===== config.mk =====
export PLATFORM = sky130hd
export DESIGN_NAME = i2c_slave_regfile
export DESIGN_NICKNAME = d
export VERILOG_FILES = /design/src/rtl/i2c_slave_regfile.sv
export SDC_FILE = /design/constraint.sdc
export NUM_CORES = 1
export LEC_CHECK = 0
export CORE_MARGIN = 2
export CORE_UTILIZATION = 40
export CTS_CLUSTER_DIAMETER = 150
export DETAILED_ROUTE_END_ITERATION = 16
export SYNTH_ARGS = -nofsm -noshare
export SYNTH_HDL_FRONTEND = slang
export SYNTH_SLANG_ARGS = --single-unit

===== constraint.sdc =====
create_clock -name clk -period 4 [get_ports clk]
set_clock_uncertainty 0.05 [all_clocks]
set_input_delay 0.8 -clock clk [delete_from_list [all_inputs] [get_ports clk]]
set_output_delay 0.8 -clock clk [all_outputs]
set_load 0.02 [all_outputs]

===== src/rtl/i2c_slave_regfile.sv =====
// rtl/i2c_slave_regfile.sv - I2C target with a pointer-addressed 8-bit register file
// Optional I2C_SLAVE_GLITCH_FILTER_EN adds a 3-sample majority filter on SCL/SDA.
`timescale 1ns/1ps

module i2c_slave_regfile #(
  parameter logic [6:0] SLAVE_ADDR = 7'h50,
  parameter int         DEPTH      = 16,
  localparam int        PTR_W      = $clog2(DEPTH)
) (
  input  logic             clk,
  input  logic             rst_n,
  input  logic             scl_in,
  input  logic             sda_in,
  output logic             sda_oe,
  output logic             busy,
  output logic             wr_strobe,
  output logic [PTR_W-1:0] wr_addr,
  output logic [7:0]       wr_data
);

  typedef enum logic [3:0] {
    ST_IDLE,
    ST_ADDR,
    ST_ADDR_ACK,
    ST_WR_PTR,
    ST_WR_BYTE,
    ST_WR_ACK,
    ST_RD_BYTE,
    ST_RD_ACK,
    ST_WAIT_STOP
  } state_t;

  state_t           r_state;
  state_t           w_state_nxt;

  logic             r_scl_s1, r_scl_s2, r_sda_s1, r_sda_s2;
  logic             r_scl_prev, r_sda_prev;
  logic             w_scl, w_sda;
  logic             w_scl_rise, w_scl_fall, w_start, w_stop;

  logic [7:0]       r_shift;
  logic [2:0]       r_bit_cnt;
  logic             r_byte_full;
  logic [PTR_W-1:0] r_ptr;
  logic [7:0]       r_regs [DEPTH];
  logic             r_sda_oe;
  logic             r_busy;
  logic             r_wr_strobe;
  logic [PTR_W-1:0] r_wr_addr;
  logic [7:0]       r_wr_data;

  logic [7:0]       w_byte_in;
  logic             w_addr_match;

  always_ff @(posedge clk or negedge rst_n) begin
    if (!rst_n) begin
      r_scl_s1 <= 1'b1;
      r_scl_s2 <= 1'b1;
      r_sda_s1 <= 1'b1;
      r_sda_s2 <= 1'b1;
    end else begin
      r_scl_s1 <= scl_in;
      r_scl_s2 <= r_scl_s1;
      r_sda_s1 <= sda_in;
      r_sda_s2 <= r_sda_s1;
    end
  end

`ifdef I2C_SLAVE_GLITCH_FILTER_EN
  logic [1:0] r_scl_hist, r_sda_hist;
  logic       r_scl_filt, r_sda_filt;

  // Majority of the current and two previous samples, registered: single-clk pulses never win.
  always_ff @(posedge clk or negedge rst_n) begin
    if (!rst_n) begin
      r_scl_hist <= 2'b11;
      r_sda_hist <= 2'b11;
      r_scl_filt <= 1'b1;
      r_sda_filt <= 1'b1;
    end else begin
      r_scl_hist <= {r_scl_hist[0], r_scl_s2};
      r_sda_hist <= {r_sda_hist[0], r_sda_s2};
      r_scl_filt <= (r_scl_s2 & r_scl_hist[0]) | (r_scl_s2 & r_scl_hist[1]) |
                    (r_scl_hist[0] & r_scl_hist[1]);
      r_sda_filt <= (r_sda_s2 & r_sda_hist[0]) | (r_sda_s2 & r_sda_hist[1]) |
                    (r_sda_hist[0] & r_sda_hist[1]);
    end
  end

  assign w_scl = r_scl_filt;
  assign w_sda = r_sda_filt;
`else
  assign w_scl = r_scl_s2;
  assign w_sda = r_sda_s2;
`endif

  always_ff @(posedge clk or negedge rst_n) begin
    if (!rst_n) begin
      r_scl_prev <= 1'b1;
      r_sda_prev <= 1'b1;
    end else begin
      r_scl_prev <= w_scl;
      r_sda_prev <= w_sda;
    end
  end

  assign w_scl_rise   = w_scl & ~r_scl_prev;
  assign w_scl_fall   = ~w_scl & r_scl_prev;
  assign w_start      = w_scl & r_scl_prev & r_sda_prev & ~w_sda;
  assign w_stop       = w_scl & r_scl_prev & ~r_sda_prev & w_sda;
  assign w_byte_in    = {r_shift[6:0], w_sda};
  assign w_addr_match = (r_shift[7:1] == SLAVE_ADDR);

  always_ff @(posedge clk or negedge rst_n) begin
    if (!rst_n) begin
      r_state <= ST_IDLE;
    end else begin
      r_state <= w_state_nxt;
    end
  end

  always_comb begin
    w_state_nxt = r_state;
    if (w_start) begin
      w_state_nxt = ST_ADDR;
    end else if (w_stop) begin
      w_state_nxt = ST_IDLE;
    end else begin
      case (r_state)
        ST_ADDR: begin
          if (w_scl_fall && r_byte_full) begin
            w_state_nxt = w_addr_match ? ST_ADDR_ACK : ST_WAIT_STOP;
          end
        end
        ST_ADDR_ACK: begin
          if (w_scl_fall) begin
            w_state_nxt = r_shift[0] ? ST_RD_BYTE : ST_WR_PTR;
          end
        end
        ST_WR_PTR, ST_WR_BYTE: begin
          if (w_scl_fall && r_byte_full) begin
            w_state_nxt = ST_WR_ACK;
          end
        end
        ST_WR_ACK: begin
          if (w_scl_fall) begin
            w_state_nxt = ST_WR_BYTE;
          end
        end
        ST_RD_BYTE: begin
          if (w_scl_fall && r_byte_full) begin
            w_state_nxt = ST_RD_ACK;
          end
        end
        ST_RD_ACK: begin
          if (w_scl_rise && w_sda) begin
            w_state_nxt = ST_WAIT_STOP;
          end else if (w_scl_fall && r_byte_full) begin
            w_state_nxt = ST_RD_BYTE;
          end
        end
        default: w_state_nxt = r_state;
      endcase
    end
  end

  // r_byte_full marks "8th rise seen" (or master ACK seen); the matching scl_fall acts on it.
  always_ff @(posedge clk or negedge rst_n) begin
    if (!rst_n) begin
      r_shift     <= 8'h00;
      r_bit_cnt   <= 3'd0;
      r_byte_full <= 1'b0;
      r_ptr       <= '0;
      r_sda_oe    <= 1'b0;
      r_busy      <= 1'b0;
      r_wr_strobe <= 1'b0;
      r_wr_addr   <= '0;
      r_wr_data   <= 8'h00;
      for (int i = 0; i < DEPTH; i++) begin
        r_regs[i] <= 8'h00;
      end
    end else begin
      r_wr_strobe <= 1'b0;
      if (w_start) begin
        r_busy      <= 1'b1;
        r_sda_oe    <= 1'b0;
        r_bit_cnt   <= 3'd0;
        r_byte_full <= 1'b0;
      end else if (w_stop) begin
        r_busy      <= 1'b0;
        r_sda_oe    <= 1'b0;
        r_bit_cnt   <= 3'd0;
        r_byte_full <= 1'b0;
      end else begin
        case (r_state)
          ST_ADDR, ST_WR_PTR, ST_WR_BYTE: begin
            if (w_scl_rise) begin
              r_shift   <= w_byte_in;
              r_bit_cnt <= r_bit_cnt + 3'd1;
              if (r_bit_cnt == 3'd7) begin
                r_byte_full <= 1'b1;
                if (r_state == ST_WR_PTR) begin
                  r_ptr <= w_byte_in[PTR_W-1:0];
                end
                if (r_state == ST_WR_BYTE) begin
                  r_regs[r_ptr] <= w_byte_in;
                  r_wr_strobe   <= 1'b1;
                  r_wr_addr     <= r_ptr;
                  r_wr_data     <= w_byte_in;
                  r_ptr         <= r_ptr + PTR_W'(1);
                end
              end
            end else if (w_scl_fall && r_byte_full) begin
              r_byte_full <= 1'b0;
              r_sda_oe    <= (r_state != ST_ADDR) || w_addr_match;
            end
          end
          ST_ADDR_ACK: begin
            if (w_scl_fall) begin
              r_bit_cnt   <= 3'd0;
              r_byte_full <= 1'b0;
              if (r_shift[0]) begin
                r_shift  <= r_regs[r_ptr];
                r_sda_oe <= ~r_regs[r_ptr][7];
              end else begin
                r_sda_oe <= 1'b0;
              end
            end
          end
          ST_WR_ACK: begin
            if (w_scl_fall) begin
              r_sda_oe  <= 1'b0;
              r_bit_cnt <= 3'd0;
            end
          end
          ST_RD_BYTE: begin
            if (w_scl_rise) begin
              r_bit_cnt <= r_bit_cnt + 3'd1;
              if (r_bit_cnt == 3'd7) begin
                r_byte_full <= 1'b1;
              end
            end else if (w_scl_fall) begin
              if (r_byte_full) begin
                r_byte_full <= 1'b0;
                r_sda_oe    <= 1'b0;
                r_ptr       <= r_ptr + PTR_W'(1);
              end else begin
                r_shift  <= {r_shift[6:0], 1'b0};
                r_sda_oe <= ~r_shift[6];
              end
            end
          end
          ST_RD_ACK: begin
            if (w_scl_rise && !w_sda) begin
              r_byte_full <= 1'b1;
            end else if (w_scl_fall && r_byte_full) begin
              r_byte_full <= 1'b0;
              r_bit_cnt   <= 3'd0;
              r_shift     <= r_regs[r_ptr];
              r_sda_oe    <= ~r_regs[r_ptr][7];
            end
          end
          ST_WAIT_STOP: begin
            r_sda_oe <= 1'b0;
          end
          default: begin
            r_sda_oe <= 1'b0;
          end
        endcase
      end
    end
  end

  assign sda_oe    = r_sda_oe;
  assign busy      = r_busy;
  assign wr_strobe = r_wr_strobe;
  assign wr_addr   = r_wr_addr;
  assign wr_data   = r_wr_data;

endmodule

Word-level counts from Yosys, hierarchy flattened
Index checks and enable logic that the tools add are counted.
W data, S select, Z words.
{"block": "classes", "add_sub_neg": 2, "order_cmp": 2, "n_eq_ne": 35, "muxes": 72, "bitwise_logic": 16, "reduce_logical": 23}
{"op": "$bwmux W128", "n": 1}
{"op": "$mux W8", "n": 11}
{"op": "$mux W4", "n": 17}
{"op": "$ne A4 B4 Y1 const B", "n": 11}
{"op": "$bmux W8 S4", "n": 1}
{"op": "$demux W8 S4", "n": 1}
{"op": "$pmux W8 S4", "n": 1}
{"op": "$mux W1", "n": 28}
{"op": "$pmux W4 S6", "n": 1}
{"op": "$mux W3", "n": 7}
{"op": "$ne A2 B2 Y1 const B", "n": 10}
{"op": "$eq A4 B3 Y1 const B", "n": 4}
{"op": "$ne A4 B1 Y1 const B", "n": 3}
{"op": "$reduce_and A11 Y1", "n": 1}
{"op": "$reduce_and A10 Y1", "n": 1}
{"op": "$pmux W3 S3", "n": 1}
{"op": "$reduce_and A9 Y1", "n": 1}
{"op": "$eq A4 B2 Y1 const B", "n": 2}
{"op": "$not A1 Y1", "n": 8}
{"op": "$pmux W4 S2", "n": 1}
{"op": "$reduce_and A8 Y1", "n": 1}
{"op": "$reduce_bool A8 Y1", "n": 1}
{"op": "$and A1 B1 Y1", "n": 7}
{"op": "$eq A7 B7 Y1 const B", "n": 1}
{"op": "other kinds (24)", "n": 29}
{"block": "word_totals", "register_bits": 169, "in_bits": 4, "out_inout_bits": 15}

Logic depth before layout (Yosys ltp)
Gate-level depths: netlist (run 1).
{"block": "logic_depth", "word_depth": 10, "depth_mapped": 7, "mapped_depth_nobuf": 7}

Worst setup path after synthesis (run 1)
OpenSTA, ideal clock, no wires.
{"block": "synth_path", "path_type": "reg2reg", "from": "register r_ptr[0]", "to": "register r_shift[5]", "arrival_time_ns": 1.995, "path_slack_ns": 1.830, "path_stages_with_launch": 8, "path_buffers": 2, "period_less_slack_ns": 2.170, "path_cell_list": "dfrtp_1 buf_2 buf_2 mux4_2 a22oi_1 nand2_1 a22o_1 mux2_4"}
{"block": "synth_between", "elab_chain_len": 7}
{"item": "start: declaration", "line": "44", "rtl": "logic [PTR_W-1:0] r_ptr;"}
{"item": "start signal: assignment", "line": "203", "rtl": "r_ptr <= w_byte_in[PTR_W-1:0];"}
{"item": "start signal: assignment", "line": "210", "rtl": "r_ptr <= r_ptr + PTR_W'(1);"}
{"item": "start signal: assignment", "line": "246", "rtl": "r_ptr <= r_ptr + PTR_W'(1);"}
{"item": "$not A4 Y5 (not written as such) (*)", "line": "223, 259"}
{"item": "$bmux W8 S4 (*)", "line": "223, 259"}
{"item": "$mux W8 (not written as such) (*) (2 in a row)", "line": "223, 259"}
{"item": "$mux W8, on equally long branches", "line": "256, 222"}
{"item": "$mux W8, on equally long branches", "line": "254, 219"}
{"item": "$pmux W8 S4 (*)", "line": "195", "rtl": "case (r_state)"}
{"item": "end signal: assignment", "line": "198", "rtl": "r_shift <= w_byte_in;"}
{"item": "end signal: assignment", "line": "223", "rtl": "r_shift <= r_regs[r_ptr];"}
{"item": "end signal: assignment", "line": "259", "rtl": "r_shift <= r_regs[r_ptr];"}
{"item": "end: declaration", "line": "41", "rtl": "logic [7:0] r_shift;"}
Every way passes the cells marked *; elsewhere a longest branch is shown, timed or not. The select of a mux whose other input is x is not followed.
A chain may end at the register's enable or synchronous reset.

Final worst setup path (run 1)
{"block": "layout_path", "from": "register r_state[1]", "to": "register r_shift[7]"}
{"block": "layout_between", "elab_chain_len": 4}
{"item": "start: declaration", "line": "33", "rtl": "state_t r_state;"}
{"item": "start signal: assignment", "line": "118", "rtl": "r_state <= w_state_nxt;"}
{"item": "$eq A4 B2 Y1 (tied with other cells)", "line": "195"}
{"item": "$reduce_or A3 Y1", "line": "195"}
{"item": "$reduce_bool A4 Y1 (no line) / $ne A2 B2 Y1 (equally long branches)"}
{"item": "$reduce_and A11 Y1 (no line)"}
{"item": "end signal: assignment", "line": "198"}
{"item": "end signal: assignment", "line": "223"}
{"item": "end signal: assignment", "line": "248", "rtl": "r_shift <= {r_shift[6:0], 1'b0};"}
Parallel ways exist; a longest one is shown, timed or not.

==> impl_results.md, run 1 <==
- Die area: 0.02169 mm2
- Combinational Power Share: 23.6%
- Synth async-reset ratio: 100.0%
- Mapped Nets: 581
- Max Clk Rate: 364.5 MHz
- EDFF count, synth: 0
- Fin crit period: 2.743 ns
- GP Congestion: 0.8478
- Most common cell after layout, fill and taps aside: dfrtp_1
- GR Overflow Total: 0
- Clk root buf: clkbuf_16
- Hold WS: 0.3034 ns
- Share of cells above drive strength 1: 42.52%
- Clk_lat worst skew: 0.43 ns
- Unique masters post-synth: 54
- Post-Syn Area: 0.008212 mm2
- Final Hold Vio Count: 0
- Warning count from the yosys run: 0
- Num CTS Buffers: 17
- Area growth from synthesis to layout: 12.30%
- I/O Pins: 19
- Leakage power: 0.004204 uW
- CTS Sinks: 169
- Final HPWL DP: 11.95 mm
- Wire per inst: 21.48 um
- Maximum vdd drop: 282.5 uV
- Switching Share: 36.53%
- Worst path arrival time: 3.00 ns
- Post-DR vias/cell: 5.677
- Setup crit start kind: flip-flop
- Worst EP required: 4.26 ns
- Vias: 4871
- DRC: 0
- CP Class: reg -> reg
- Most frequent cells in the layout: 162 x dfrtp_1, 141 x mux2_2, 32 x mux4_2, 19 x nand2_1
- Worst-Margin Slew: 1.004 ns
- Die X-Extent: 147.3 um
- Top_reg_cell synth: dfrtp_1
- Power Density: 551.3 mW/mm2
- IO Port Bufs: 18
- Fin. max-slew vios: 0
- First-pass GRT wire length: 29.75 mm
- Initial Util: 40.71%
- Crit. End Element: flip-flop
- Hold Path Class: reg -> reg
- Clock Path Buffers: 2
- 1st-iter DRT viols: 286
- Setup bufs post-CTS: 0
- Layout Nets: 585
- Fin crit share: 68.58%
- Post_cts resized: 0
- Power share of the clock group: 32.3%
- Internal power consumption: 3226 uW
- Core area: 0.02017 mm2
- Seq cells post-synth: 169
- Sequential share of power: 44.1%
- Hold_buf cts: 0
- Total GRT Usage: 18.08%
- Max H-tree Level: 4
- Initial antenna violation count: 0
- N_diodes: 0
- CP max FO: 19
- Chip Height: 147.3 um
- Seq/Total Area, Yosys: 51.59%
- Vias in the first global route: 5069
- Avg Cell Area, Syn: 14.38 um2
- Post-Synthesis Cells: 571
- Total Wirelength: 18.43 mm
- CTS tree: yes
- Remaining antenna violation count: 0
- RSZ-0062 raised after global routing: false
- Largest net degree at the start of global routing: 94
- Status: finished clean
- Number of setup violations in the final report: 0
- Setup TNS: 0 ns
- Cell Rows: 52
- DRT Pass-1 Iters: 5
- Max_cap viols: 0
- Clk slew on worst S/H paths: 0.07 ns
- Switching power: 1857 uW
- Rel. slew slack: 33.10%
==> layer usage <==
metal	up-vias	wire [um]	track usage, %
li1	2157	-	-
met1	2586	8269	24.58
met2	105	9228	29.35
met3	23	603	3.447
met4	0	333	6.106
met5	-	0	0
==> layout make-up <==
class	instances	area [um2]
sequential	169	4238
multi-input combinational	355	3759
fill	1814	10950
clock buffer	19	452.9
tap	270	337.8
inverter	6	22.52
clock inverter	13	132.6
timing repair buffer	26	279.0
==> flip-flops by register name (all words and copies together) (netlist names) <==
signal	flops
wr_data	8
r_state	4
r_ptr	4
r_bit_cnt	3
busy	1
wr_strobe	1
r_byte_full	1
r_scl_prev	1
r_regs	128
wr_addr	4
r_shift	8
sda_oe	1
r_sda_prev	1
r_sda_s1	1
r_scl_s2	1
r_scl_s1	1
r_sda_s2	1
==> Yosys cell counts, drive strengths merged (2+ instances only) <==
library cell | instances | share of area (%)
nor3 | 9 | 0.61
o21bai | 3 | 0.27
a211oi | 3 | 0.27
mux2 | 148 | 21
mux4 | 32 | 8.8
clkbuf | 23 | 1.1
o21ai | 14 | 0.85
a31oi | 4 | 0.30
a22o | 11 | 1.2
xnor2 | 2 | 0.21
nor2 | 16 | 0.73
o22ai | 2 | 0.15
dfrtp | 163 | 50
nand2b | 3 | 0.23
nand3 | 17 | 3.5
a2111oi | 2 | 0.44
buf | 18 | 1.4
nor2b | 7 | 0.53
and3b | 3 | 0.32
mux2i | 2 | 0.24
dfstp | 6 | 1.9
a21oi | 11 | 0.67
o31ai | 2 | 0.18
nand2 | 19 | 0.87
and2 | 4 | 0.30
inv | 6 | 0.27
o21ba | 2 | 0.24
nor3b | 2 | 0.18
a22oi | 14 | 1.3
ha | 6 | 0.91
==> worst max-delay path, cell delays in order, from the launching register on <==
cell	delay, ns
dfrtp_1	0.71
and3b_1	0.28
a311o_1	0.34
nor4b_2	0.40
o21a_1	0.50
mux2_4	0.35
==> path summary, 6_finish.rpt <==
path                                   startpoint                     end  slack, ns  cells after the start
setup / recovery           r_state[1]$_DFFE_PN0P_  r_shift[7]$_DFFE_PN0P_       1.26                      5
hold / removal                 r_sda_s1$_DFF_PN1_      r_sda_s2$_DFF_PN1_       0.30                      0
setup reg to reg           r_state[1]$_DFFE_PN0P_  r_shift[7]$_DFFE_PN0P_       1.26                      5
hold reg to reg                r_sda_s1$_DFF_PN1_      r_sda_s2$_DFF_PN1_       0.30                      0
max in group asynchronous                   rst_n  r_regs[20]$_DFFE_PN0P_       2.56                      2
min in group asynchronous                   rst_n  r_regs[98]$_DFFE_PN0P_       0.42                      1
==> power by group through the flow <==
stage / Clock, uW / Combinational (uW) / Sequential, uW
2_1_floorplan: 0 / 1170 / 1900
3_3_place_gp: 0 / 1170 / 2260
3_5_place_dp: 0 / 1200 / 2270
4_1_cts: 1690 / 1200 / 2240
5_1_grt: 1760 / 1300 / 2280
6_report: 1640 / 1200 / 2240
==> logic make-up (layout without fill, tap and decap cells) <==
group	Yosys count	after routing	share of synthesized area (%)
compound gates	79	79	7.024
mux	182	182	29.64
buf+inv	47	64	2.712
flops	169	169	51.59
simple gates	86	86	7.908
xor+xnor	2	2	0.2134
fa+ha+maj	6	6	0.9142
==> through the flow <==
step	power, uW	instances	utilization (%)	setup slack [ns]	instance area, um2
global route	5347	858	45.72	1.093	9221
global placement	3432	826	42.82	1.356	8636
detailed placement	3473	826	42.82	1.278	8636
floorplan	3075	571	-	1.830	8212
finish	5084	858	45.72	1.257	9221
CTS	5131	858	45.72	1.257	9221
(Power assumes the default switching activity.)
==> run 2, diff against run 1 <==
Clock period 4 ns to 2.22 ns, I/O delays scaled along.
==> impl_results.md, run 2 (same netlist as run 1, synthesis figures left out) <==
- Status: finished clean
- Power Total: 9916 uW
- Most common cell after layout, fill and taps aside: dfrtp_1
- Worst-Margin Slew: 0.8834 ns
- DRC: 0
- Total Wirelength: 19.64 mm
- Met3 wire len: 674 um
- I/O Pins: 19
- Clk_lat worst skew: 0.43 ns
- Max Used Layer: met4
- RSZ-0062 raised after global routing: true
- Wl on met1: 8.573 mm
- Worst R2R Setup Slack: 0.009 ns
- FILL cells: 1762
- CP Class: reg -> reg
- CTS Sinks: 169
- Clk slew on worst S/H paths: 0.07 ns
- Footprint of the multi-input gates: 0.003822 mm2
- Largest net degree at the start of global routing: 57
- Share of cells above drive strength 1: 48.11%
- IO Port Bufs: 18
- Hold WS: 0.2993 ns
- Clock Path Buffers: 2
- Max_cap viols: 0
- Cell Rows: 52
- Initial antenna violation count: 0
- Area growth from synthesis to layout: 19.12%
- Rel. slew slack: 41.11%
- Vias: 5119
- Maximum vdd drop: 616.8 uV
- Total GRT Usage: 19.22%
- Finished Core Util: 48.50%
- Vias in the first global route: 5571
- Crit. End Element: flip-flop
- WL met2: 10.10 mm
- GR Overflow Total: 0
- Chip Height: 147.3 um
- Remaining antenna violation count: 0
- Core area: 0.02017 mm2
- Setup crit start kind: flip-flop
- Final instance area: 0.009782 mm2
- Clk root buf: clkbuf_16
- Worst path arrival time: 2.47 ns
- Hold Path Class: reg -> reg
- Num CTS Buffers: 17
- DRT Pass-1 Iters: 6
- Fin crit share: 99.59%
- Max H-tree Level: 4
- Post-DR vias/cell: 5.650
- Power Density: 1014 mW/mm2
- Wire per inst: 21.67 um
- First-pass GRT wire length: 31.77 mm
- Area after DPL: 0.009006 mm2
- CP max FO: 20
- Largest reg by FF count: r_regs
- Initial Util: 40.71%
- Die area: 0.02169 mm2
- Leakage power: 0.004504 uW
- Register Area: 0.004239 mm2
- Worst EP required: 2.48 ns
- Max Clk Rate: 452.3 MHz
- GP Congestion: 0.8260
- Max reg flops: 128
- Final Hold Vio Count: 0
- Max incr delay on CP: 0.52 ns
- Fin. max-slew vios: 0
- N_diodes: 0
- Most frequent cells in the layout: 161 x dfrtp_1, 140 x mux2_2, 44 x buf_4, 32 x mux4_2
- CTS tree: yes
- Fin crit period: 2.211 ns
- CP max-delay cell: mux4_2
- Number of setup violations in the final report: 0
- Layout Nets: 633
- Final HPWL DP: 12.75 mm
- Die X-Extent: 147.3 um
- Crit-path cells: buf_12, mux4_2, a22oi_1, nand2_1, a22o_1, mux2_4
- 1st-iter DRT viols: 278
run 2: timing repair:
| action | CTS | global route |
|---|---|---|
| hold buffers | 1 | 0 |
| cloned | 0 | 2 |
| setup buffers | 0 | 4 |
| gates resized for setup | 2 | 13 |
| pin swaps | 0 | 6 |
| hold endpoints to repair | 50 | 0 |
| setup endpoints to repair | 7 | 124 |
run 2: layout make-up:
| cell class | instances | share of cell area (%) |
|---|---|---|
| well taps | 270 | 3.454 |
| multi-input cells | 355 | 39.08 |
| repair buffers | 74 | 7.598 |
| clock inverters | 14 | 1.919 |
| flip-flops and latches | 169 | 43.34 |
| clock buffers | 18 | 4.387 |
| inverters | 6 | 0.2302 |
run 2: final timing paths:
kind                                       from                endpoint  cells after the start
max in group asynchronous                 rst_n    r_scl_prev$_DFF_PN1_                      3
min in group asynchronous                 rst_n  wr_data[0]$_DFFE_PN0P_                      2
min reg2reg                  r_sda_s1$_DFF_PN1_      r_sda_s2$_DFF_PN1_                      0
max                        r_ptr[0]$_DFFE_PN0P_  r_shift[5]$_DFFE_PN0P_                      6
max reg2reg                r_ptr[0]$_DFFE_PN0P_  r_shift[5]$_DFFE_PN0P_                      6
min                          r_sda_s1$_DFF_PN1_      r_sda_s2$_DFF_PN1_                      0
run 2: where the power goes:
group | switching [uW] | internal, uW | total [uW]
clock network | 1310 | 1800 | 3110
registers | 157 | 3260 | 3410
logic | 2020 | 1370 | 3390
total | 3490 | 6430 | 9920
run 2: worst max-delay path: cells and delay by family, from the launching register on:
family | cells | cell delay (ns)
DFF | 1 | 0.44
and+or+nand+nor | 1 | 0.11
buffers and inverters | 1 | 0.22
muxes | 2 | 0.77
AOI/OAI and AO/OA | 2 | 0.51
run 2: routing by layer:
metal / vias to the layer above / GRT usage (%)
met5: - / 0
met3: 24 / 4.161
met4: 0 / 5.048
met2: 112 / 33.20
li1: 2263 / -
met1: 2720 / 24.65
run 2: through the flow:
stage                     instances  TNS [ns]  setup WS (ns)
final                           906         0       0.009210
after floorplan                 571         0        0.05025
after global routing            906   -0.1052       -0.02465
after detailed placement        867  -0.03718      -0.006606
after global placement          867         0        0.02556
after CTS                       900         0        0.01296
==> run 3, diff against run 2 <==
Settings changed: CTS_CLUSTER_SIZE set to 14, SLEW_MARGIN set to 30.
==> results of run 3 <==
Same layout as run 2: the final DEF is identical, and so are final timing and power.
